## src/rtl/regbank_pkg.sv

```systemverilog
// Shared register-bank definitions: clear-FSM state encoding and the default
// datapath geometry that other blocks import.
package regbank_pkg;

    localparam int RB_WIDTH = 32;
    localparam int RB_DEPTH = 4;

    typedef enum logic {
        RB_IDLE  = 1'b0,
        RB_CLEAR = 1'b1
    } rb_state_e;

endpackage

```

## src/rtl/regbank_rd_port.sv

```systemverilog
// One registered read port: range check, read mux, write/clear bypass and the
// output register. Returns the contents the addressed register holds after the edge.
module regbank_rd_port
    import regbank_pkg::*;
#(
    parameter int WIDTH    = RB_WIDTH,
    parameter int DEPTH    = RB_DEPTH,
    parameter bit ZERO_REG = 1'b0,
    parameter int AW       = $clog2(DEPTH)
) (
    input  logic             clk,
    input  logic             rst_n,
    input  logic [AW-1:0]    addr,
    input  logic [WIDTH-1:0] regs [DEPTH],
    input  logic             wr_en,
    input  logic [AW-1:0]    wr_addr,
    input  logic [WIDTH-1:0] wr_data,
    input  logic             clr_en,
    input  logic [AW-1:0]    clr_addr,
    output logic [WIDTH-1:0] rd_data
);

    localparam logic [AW:0] DEPTH_A = (AW + 1)'(DEPTH);

    logic             in_range;
    logic [WIDTH-1:0] rd_next;

    // Clear and write never coincide: writes are only accepted while idle.
    always_comb begin
        in_range = {1'b0, addr} < DEPTH_A;
        rd_next  = '0;
        if (!in_range || (ZERO_REG && addr == '0)) begin
            rd_next = '0;
        end else if (clr_en && clr_addr == addr) begin
            rd_next = '0;
        end else if (wr_en && wr_addr == addr) begin
            rd_next = wr_data;
        end else begin
            rd_next = regs[addr];
        end
    end

    always_ff @(posedge clk or negedge rst_n) begin
        if (!rst_n) begin
            rd_data <= '0;
        end else begin
            rd_data <= rd_next;
        end
    end

endmodule

```

## src/rtl/regbank_param.sv

```systemverilog
// DEPTH x WIDTH register file with two registered write-first read ports, one
// write port, optional hardwired-zero register 0 and a sequential bulk-clear engine.
module regbank_param
    import regbank_pkg::*;
#(
    parameter int  WIDTH    = RB_WIDTH,
    parameter int  DEPTH    = RB_DEPTH,
    parameter bit  ZERO_REG = 1'b0,
    localparam int AW       = $clog2(DEPTH)
) (
    input  logic             clk,
    input  logic             rst_n,
    input  logic [AW-1:0]    sr1,
    input  logic [AW-1:0]    sr2,
    input  logic [AW-1:0]    dr,
    input  logic             write,
    input  logic [WIDTH-1:0] wrData,
    input  logic             clr,
    output logic [WIDTH-1:0] rdData1,
    output logic [WIDTH-1:0] rdData2,
    output logic             busy,
    output logic             clr_done,
    output logic             wr_err,
    output logic             fsm_state
);

    localparam logic [AW:0]   DEPTH_A = (AW + 1)'(DEPTH);
    localparam logic [AW-1:0] LAST    = AW'(DEPTH - 1);

    rb_state_e        state_q, state_d;
    logic [AW-1:0]    cnt_q, cnt_d;
    logic             clr_done_d;
    logic [WIDTH-1:0] regs [DEPTH];

    logic wr_in_range;
    logic clearing;
    logic wr_accept;
    logic wr_drop;

    // clr is a request sampled only in IDLE; busy is the not-ready indication
    // for both clr and write, and clr_done is the single-cycle completion strobe.
    assign wr_in_range = {1'b0, dr} < DEPTH_A;
    assign clearing    = (state_q == RB_CLEAR);
    assign wr_accept   = write && !clearing && wr_in_range && !(ZERO_REG && dr == '0);
    assign wr_drop     = write && (clearing || !wr_in_range);
    assign busy        = clearing;
    assign fsm_state   = state_q;

    always_comb begin
        state_d    = state_q;
        cnt_d      = cnt_q;
        clr_done_d = 1'b0;
        case (state_q)
            RB_IDLE: begin
                if (clr) begin
                    state_d = RB_CLEAR;
                    cnt_d   = '0;
                end
            end
            RB_CLEAR: begin
                cnt_d = cnt_q + 1'b1;
                if (cnt_q == LAST) begin
                    state_d    = RB_IDLE;
                    cnt_d      = '0;
                    clr_done_d = 1'b1;
                end
            end
            default: begin
                state_d = RB_IDLE;
                cnt_d   = '0;
            end
        endcase
    end

    always_ff @(posedge clk or negedge rst_n) begin
        if (!rst_n) begin
            state_q  <= RB_IDLE;
            cnt_q    <= '0;
            clr_done <= 1'b0;
            wr_err   <= 1'b0;
        end else begin
            state_q  <= state_d;
            cnt_q    <= cnt_d;
            clr_done <= clr_done_d;
            wr_err   <= wr_drop;
        end
    end

    always_ff @(posedge clk or negedge rst_n) begin
        if (!rst_n) begin
            for (int i = 0; i < DEPTH; i++) begin
                regs[i] <= '0;
            end
        end else if (clearing) begin
            regs[cnt_q] <= '0;
        end else if (wr_accept) begin
            regs[dr] <= wrData;
        end
    end

    regbank_rd_port #(
        .WIDTH   (WIDTH),
        .DEPTH   (DEPTH),
        .ZERO_REG(ZERO_REG),
        .AW      (AW)
    ) u_rd1 (
        .clk     (clk),
        .rst_n   (rst_n),
        .addr    (sr1),
        .regs    (regs),
        .wr_en   (wr_accept),
        .wr_addr (dr),
        .wr_data (wrData),
        .clr_en  (clearing),
        .clr_addr(cnt_q),
        .rd_data (rdData1)
    );

    regbank_rd_port #(
        .WIDTH   (WIDTH),
        .DEPTH   (DEPTH),
        .ZERO_REG(ZERO_REG),
        .AW      (AW)
    ) u_rd2 (
        .clk     (clk),
        .rst_n   (rst_n),
        .addr    (sr2),
        .regs    (regs),
        .wr_en   (wr_accept),
        .wr_addr (dr),
        .wr_data (wrData),
        .clr_en  (clearing),
        .clr_addr(cnt_q),
        .rd_data (rdData2)
    );

endmodule

```

## config.mk

```make
export PLATFORM = sky130hd
export DESIGN_NAME = regbank_param
export DESIGN_NICKNAME = d
export VERILOG_FILES = /design/src/rtl/regbank_pkg.sv /design/src/rtl/regbank_rd_port.sv /design/src/rtl/regbank_param.sv
export SDC_FILE = /design/constraint.sdc
export NUM_CORES = 1
export LEC_CHECK = 0
export CAP_MARGIN = 10
export CORE_MARGIN = 2
export CORE_UTILIZATION = 57
export DETAILED_ROUTE_END_ITERATION = 7
export GPL_TIMING_DRIVEN = 0
export MAX_ROUTING_LAYER = met4
export PLACE_DENSITY_LB_ADDON = 0.05
export SETUP_SLACK_MARGIN = 0.1
export SLEW_MARGIN = 20
export SYNTH_ARGS = -nofsm -noshare
export SYNTH_HDL_FRONTEND = slang
export SYNTH_SLANG_ARGS = --single-unit
```

## constraint.sdc

```tcl
create_clock -name clk -period 1.8 [get_ports clk]
set_clock_uncertainty 0.15 [all_clocks]
set_input_delay 0.45 -clock clk [delete_from_list [all_inputs] [get_ports clk]]
set_output_delay 0.45 -clock clk [all_outputs]
set_load 0.01 [all_outputs]
```

==> results.py, run 1 <==
metrics = {
    "power": {
        "leakage_uw": 0.00565,
        "internal_power_uw": 12000,
        "netSwitchingFraction_pct": 36.9,
        "power_uw": 19000,
        "p_comb_share_pct": 42.4,
        "power_density_nw_per_um2": 1460,
        "pwr-share-seq_pct": 36.2,
        "switchingPower_uw": 7000,
        "vdd_drop_max_uv": 984,
        "p_clk_share_pct": 21.4,
    },
    "sta": {
        "relSlewSlack_pct": 38.2,
        "final.setup.tns_ns": -0.0186,
        "tightest_slew_ns": 0.927,
        "fin_crit_ns": 1.81,
        "timing.final.hold_violations": 0,
        "period_share_pct": 101,
        "max_freq_mhz": 552,
        "worst_slack_ns": -0.0102,
        "rsz0062_at_grt": "yes",
        "maxSlewViolCount": 0,
        "setup_viol": 3,
    },
    "global_route": {
        "grt_use_met3_pct": 8.68,
        "antenna_found_initial": 0,
        "grt_pass1_vias": 8309,
        "busiest_layer": "met2",
        "grt_max_degree": 84,
        "met1_usage_pct": 46.6,
        "track_usage_pct": 35.7,
        "met2_usage_pct": 54.4,
        "grt_overflow": 0,
        "grt_pass1_wl_mm": 47.4,
    },
    "detailed_routing": {
        "wl_per_cell_microns": 27.6,
        "wl_mm": 32.1,
        "drtIter0Drc": 1017,
        "firstDrtPassIters": 6,
        "viasPerCell": 7.29,
        "num_vias": 8496,
        "ant_nets": 0,
        "drc_errors": 0,
    },
    "clocking": {
        "numCtsBuffers": 17,
        "cts_tree": "built",
        "path_clk_slew_ns": 0.07,
        "cts_max_level": 4,
        "insertion_delay_ns": 0.46,
        "cts_root_buffer": "clkbuf_16",
        "cts.sinks": 197,
        "clockBufferDepth": 2,
    },
    "critical_path": {
        "crit_family": "buffers and inverters",
        "crit_required_ns": 1.98,
        "crit_top_cell": "buf_6",
        "cp_slowest_cell": "dfrtp_1",
        "critPathMaxFanout": 10,
        "crit_chain": "buf_6, nand2b_2, buf_6, clkbuf_8, o31ai_2, a21oi_2",
        "critPathKind": "reg2reg",
        "cp.depth": 6,
        "critical-path-max-stage-delay_ns": 0.40,
        "end_kind": "flip-flop",
        "critPathBufInv": 3,
        "cp-start-kind": "flip-flop",
        "rr_worst_depth": 6,
        "crit_arrival_ns": 1.99,
    },
    "logic_synthesis": {
        "netlist_top_cells_area": "dfrtp_1, mux4_2, a22o_1",
        "synth_top_family_by_area": "compound AO/OA/AOI/OAI gates",
        "synth_mux_area_share_pct": 17.9,
        "synth_cell_types": 28,
        "netlist_area_sq_um": 9880,
        "syn-num-nets": 829,
        "synth_fa_ha_area_share_pct": 0.507,
        "syn_area_per_cell_sq_um": 12.6,
        "synth_top_area_share_pct": 49.9,
        "synthCells": 783,
        "ys.warnings.count": 0,
        "synth_seq_cells": 197,
        "ys_seq_area_share_pct": 49.9,
        "synthSimpleGateAreaFrac_pct": 6.23,
        "synth-compound-area-share_pct": 19.1,
        "synth_top_area_cell": "dfrtp_1",
        "synth_xor_area_share_pct": 1.14,
    },
    "finish": {
        "synthToLayoutAreaGrowth_pct": 31.5,
        "final_layout_size_suffix_gt1_share_pct": 32.0,
        "nNetsFinal": 973,
        "diodes": 0,
    },
    "min_path": {
        "hp-class": "in2async",
    },
    "floorplanning": {
        "die_area_sq_um": 18400,
        "start_util_pct": 57.7,
        "coreArea_sq_um": 17100,
        "io_pins": 110,
        "die_y_microns": 136,
        "core.rowCount": 48,
        "die_width_microns": 136,
    },
    "place": {
        "hpwlAfterDp_mm": 19.8,
        "pre_cts_ws_ns": -0.757,
        "place_congestion": 0.968,
        "portBuffers": 103,
    },
    "status": {
        "status": "finished, violations left",
        "violations": "negative setup slack",
    },
    "flow_run": {
        "maxCapViolCount": 0,
    },
}
-- Yosys cell counts --
library cell and instances:
a21oi_2 3, and2_1 2, nand3_1 1, xor2_2 1, nand2_1 33, a21oi_1 64
o31ai_1 65, buf_2 54, nor4bb_1 2, dfrtp_1 197, nor4b_4 1, nor3_1 1
nand2b_1 1, ha_1 4, a21o_1 1, mux2i_1 33, xnor2_1 8, and3_1 2
buf_1 6, xor2_1 3, a22o_1 96, nand4_1 64, mux4_2 64, clkbuf_1 25
inv_1 3, nor2b_1 1, buf_4 16, o22ai_1 32
-- stage by stage --
stage	hold WS (ns)	area (sq um)	utilization (%)	cells
final	0.340	13000	75.9	1165
after CTS	0.368	12500	73.2	1161
after global routing	0.381	13000	75.9	1165
after global placement	0.344	11200	65.7	1111
after floorplan	0.00441	9930	-	783
after detailed placement	0.248	11300	66.1	1113
-- layout by cell type (no fill, tap or decap), types with 6 or more instances in the layout --
| cell type | netlist | routed |
|---|---|---|
| dfrtp_1 | 197 | 195 |
| a22o_1 | 96 | 96 |
| nand4_1 | 64 | 64 |
| mux4_2 | 64 | 64 |
| clkdlybuf4s15_1 | 0 | 58 |
| a21oi_1 | 64 | 49 |
| o31ai_2 | 0 | 38 |
| buf_6 | 0 | 36 |
| mux2i_1 | 33 | 33 |
| nand2_1 | 33 | 33 |
| clkdlybuf4s50_1 | 0 | 33 |
| o22ai_1 | 32 | 32 |
| buf_2 | 54 | 31 |
| buf_4 | 16 | 18 |
| clkbuf_16 | 0 | 18 |
| o31ai_4 | 0 | 16 |
| a21oi_2 | 3 | 14 |
| buf_8 | 0 | 13 |
| clkbuf_8 | 0 | 11 |
| clkbuf_2 | 0 | 11 |
| o31ai_1 | 65 | 11 |
| xnor2_1 | 8 | 8 |
| dlygate4sd2_1 | 0 | 6 |
-- power groups by stage --
stage          Clock (uW)  Sequential (uW)  Combinational [uW]
6_report             4060             6870                8060
5_1_grt              4270             6980                8410
4_1_cts              4070             6790                7230
3_5_place_dp            0             6860                6450
3_3_place_gp            0             6750                6290
2_1_floorplan           0             6820                3720
-- path summary, 6_finish.rpt --
kind | to | from | slack, ns
hold reg to reg | regs[81] | regs[81] | 0.38
max in group asynchronous | regs[19] | rst_n | 0.38
setup / recovery | u_rd1.rd_data[11] | busy | -0.01
setup reg to reg | u_rd1.rd_data[11] | busy | -0.01
min in group clk | regs[81] | regs[81] | 0.38
hold / removal | u_rd1.rd_data[27] | rst_n | 0.34
-- area by class of cell --
type / count / area (sq um)
repair buffers: 127 / 1310
clock buffers: 21 / 480
well taps: 225 / 282
multi-input cells: 482 / 4970
clock inverters: 11 / 145
inverters: 3 / 11.3
flip-flops and latches: 197 / 4930
plain buffers: 99 / 865
fillers: 1070 / 4120
-- timing repair --
action	CTS	global route
cloned	4	3
pin swaps	34	8
setup buffers	13	3
hold buffers	1	0
hold endpoints to repair	54	0
setup endpoints to repair	260	215
resized for setup	255	129
-- state kept, by name, indices dropped and copies added (netlist names) --
register	flops
cnt_q	2
busy	1
u_rd2.rd_data	32
regs	128
u_rd1.rd_data	32
wr_err	1
clr_done	1
-- kinds of logic (layout without fill, tap and decap cells) --
family | Yosys count | after routing
adder cells (fa/ha/maj) | 4 | 4
buffers and inverters | 104 | 261
flip-flops | 197 | 197
AND/OR/NAND/NOR | 108 | 108
multiplexers | 97 | 97
XOR/XNOR | 12 | 12
AO/OA/AOI/OAI | 261 | 261
-- layer usage --
metal	up-vias	wire length, microns
met3	147	3550
met4	0	1300
li1	3402	-
met2	691	15500
met1	4256	11800
met5	-	0
Power figures use the tool's default switching activity.
==> run 2: changes to the inputs <==
- CORE_UTILIZATION: 57 -> 64
- DONT_BUFFER_PORTS: unset -> 1
- clock period: 1.8 -> 1.69 ns (I/O delays scaled with it)
==> run 2 against run 1 <==
  * First-iteration DRC count increased by 24%
  * Largest cell class unchanged
  * Combinational power down 6.8%
  * Via count down 1.2%
  * Hold slack got worse by 0.82 ns
  * Largest power group is now registers
  * Critical path depth decreased by 1
  * Die area shrank 11%
  * The run ends with negative hold slack, negative setup slack left
==> results.py, run 2 (same netlist as run 1, synthesis figures left out) <==
metrics = {
    "clocking": {
        "cts_root_buffer": "clkbuf_16",
        "insertion_delay_ns": 0.44,
        "cts_tree": "built",
        "cts_max_level": 4,
        "numCtsBuffers": 17,
        "cts.sinks": 197,
        "path_clk_slew_ns": 0.07,
        "clockBufferDepth": 2,
    },
    "sta": {
        "hold_ws_ns": -0.476,
        "maxSlewViolCount": 0,
        "timing.final.hold_violations": 197,
        "relSlewSlack_pct": 40.3,
        "tightest_slew_ns": 0.896,
        "setup_viol": 143,
        "max_freq_mhz": 543,
        "rsz0062_at_grt": "yes",
        "fin_crit_ns": 1.84,
        "worst_slack_ns": -0.152,
        "period_share_pct": 109,
    },
    "flow_run": {
        "maxCapViolCount": 0,
    },
    "detailed_routing": {
        "num_vias": 8390,
        "wl_mm": 31.8,
        "firstDrtPassIters": 6,
        "ant_nets": 0,
        "drc_errors": 0,
        "wl_per_cell_microns": 29.8,
        "drtIter0Drc": 1263,
        "viasPerCell": 7.89,
    },
    "finish": {
        "regArea_sq_um": 4930,
        "synthToLayoutAreaGrowth_pct": 24.9,
        "largest_reg_flops": 128,
        "top_register": "regs",
        "layout_common_cells": "dfrtp_1, a22o_1, nand4_1, mux4_2, a21oi_1",
        "multi_input_area_sq_um": 5120,
        "nNetsFinal": 907,
        "largestRegisters": "regs: 128 flops, u_rd1.rd_data: 32 flops, u_rd2.rd_data: 32 flops",
        "fill_cells": 823,
        "fin_area_sq_um": 12300,
        "final_layout_size_suffix_gt1_share_pct": 35.5,
        "layout_commonest_cell": "dfrtp_1",
    },
    "critical_path": {
        "crit_required_ns": 1.90,
        "critPathKind": "in2reg",
        "critical-path-max-stage-delay_ns": 0.72,
        "rr_worst_depth": 6,
        "cp_slowest_cell": "clkbuf_1",
        "critPathMaxFanout": 10,
        "crit_arrival_ns": 2.05,
        "end_kind": "flip-flop",
        "crit_chain": "buf_4, xor2_2, clkbuf_1, o31ai_1, a21oi_2",
        "cp-start-kind": "input port",
    },
    "power": {
        "power_density_nw_per_um2": 1530,
        "vdd_drop_max_uv": 1150,
        "leakage_uw": 0.00527,
    },
    "floorplanning": {
        "die_area_sq_um": 16400,
        "io_pins": 110,
        "coreArea_sq_um": 15100,
        "core.rowCount": 45,
        "start_util_pct": 65.2,
        "die_y_microns": 128,
        "die_width_microns": 128,
    },
    "place": {
        "placed_cell_area_sq_um": 10300,
        "hpwlAfterDp_mm": 18.6,
        "portBuffers": 0,
        "place_congestion": 0.976,
    },
    "status": {
        "status": "finished, violations left",
        "violations": "negative hold slack, negative setup slack",
    },
    "global_route": {
        "track_usage_pct": 40.4,
        "antenna_found_initial": 2,
        "grt_pass1_wl_mm": 48.1,
        "grt_max_degree": 198,
        "grt_pass1_vias": 8363,
        "grt_overflow": 0,
    },
    "min_path": {
        "hp-class": "in2async",
    },
}
run 2: cell count changes in the layout (fill, tap and decap cells not counted), moves of 7 or more:
cell | before | now
buf_6 | 36 | 16
buf_12 | 2 | 9
a21oi_2 | 14 | 21
clkdlybuf4s15_1 | 58 | 0
o31ai_1 | 11 | 2
dlygate4sd3_1 | 1 | 38
o31ai_4 | 16 | 28
clkbuf_8 | 11 | 3
clkdlybuf4s50_1 | 33 | 0
buf_4 | 18 | 27
run 2: layer usage:
metal  track usage [%]  share of wire [%]  routed length (microns)  up-vias
met3              9.31                 11                     3450      142
met2              62.7                 49                    15700      714
met1              51.9                 36                    11400     4258
met5                 -                  0                        0        -
met4              17.1                3.9                     1230        0
li1                  -                  -                        -     3276
run 2: metrics by stage:
step | setup slack [ns] | std cells | power [uW] | setup TNS, ns | util [%]
after global placement | -0.396 | 971 | 12900 | -32.52 | 68.0
final | -0.152 | 1064 | 18900 | -11.20 | 81.5
after global routing | -0.198 | 1064 | 19600 | -17.73 | 81.5
after detailed placement | -0.417 | 971 | 13100 | -37.87 | 68.0
after floorplan | 0.0699 | 783 | 11500 | 0 | -
after CTS | -0.104 | 1051 | 17900 | -6.29 | 78.8
run 2: layout make-up:
class / count / share of cell area, %
antenna: 2 / 0.0406
clock inverter: 13 / 0.822
inverter: 3 / 0.0913
clock buffer: 19 / 3.51
buffer: 101 / 7.45
timing repair buffer: 59 / 4.72
tap: 188 / 1.91
multi-input combinational: 482 / 41.5
sequential: 197 / 40.0
run 2: worst paths after layout:
kind,start,end,slack (ns)
max,sr1[1],u_rd1.rd_data[2],-0.15
min,rst_n,regs[59],-0.48
max reg2reg,busy,regs[81],-0.15
min reg2reg,regs[94],regs[94],0.37
max in group asynchronous,rst_n,cnt_q[1],1.59
min in group clk,wrData[2],regs[98],0
run 2: critical path, delay by kind of cell:
kind	cells	cell delay, ns
buffers and inverters	2	0.90
AO/OA/AOI/OAI	2	0.37
XOR/XNOR	1	0.35
run 2: repair_timing:
action	4_1_cts	5_1_grt
buffers inserted	7	8
endpoints found under the setup margin	198	188
cloned	5	1
gates resized for setup	152	67
pin swaps	21	13
hold buffers	36	2
hold endpoints to repair	338	199
run 2: where the power goes:
part           internal (uW)  switching (uW)  leakage (uW)  total, uW
clock                   1900            1860      0.000244       3760
sequential              6220            1430       0.00268       7650
combinational           3510            4000       0.00235       7510
total                  11600            7300       0.00527      18900
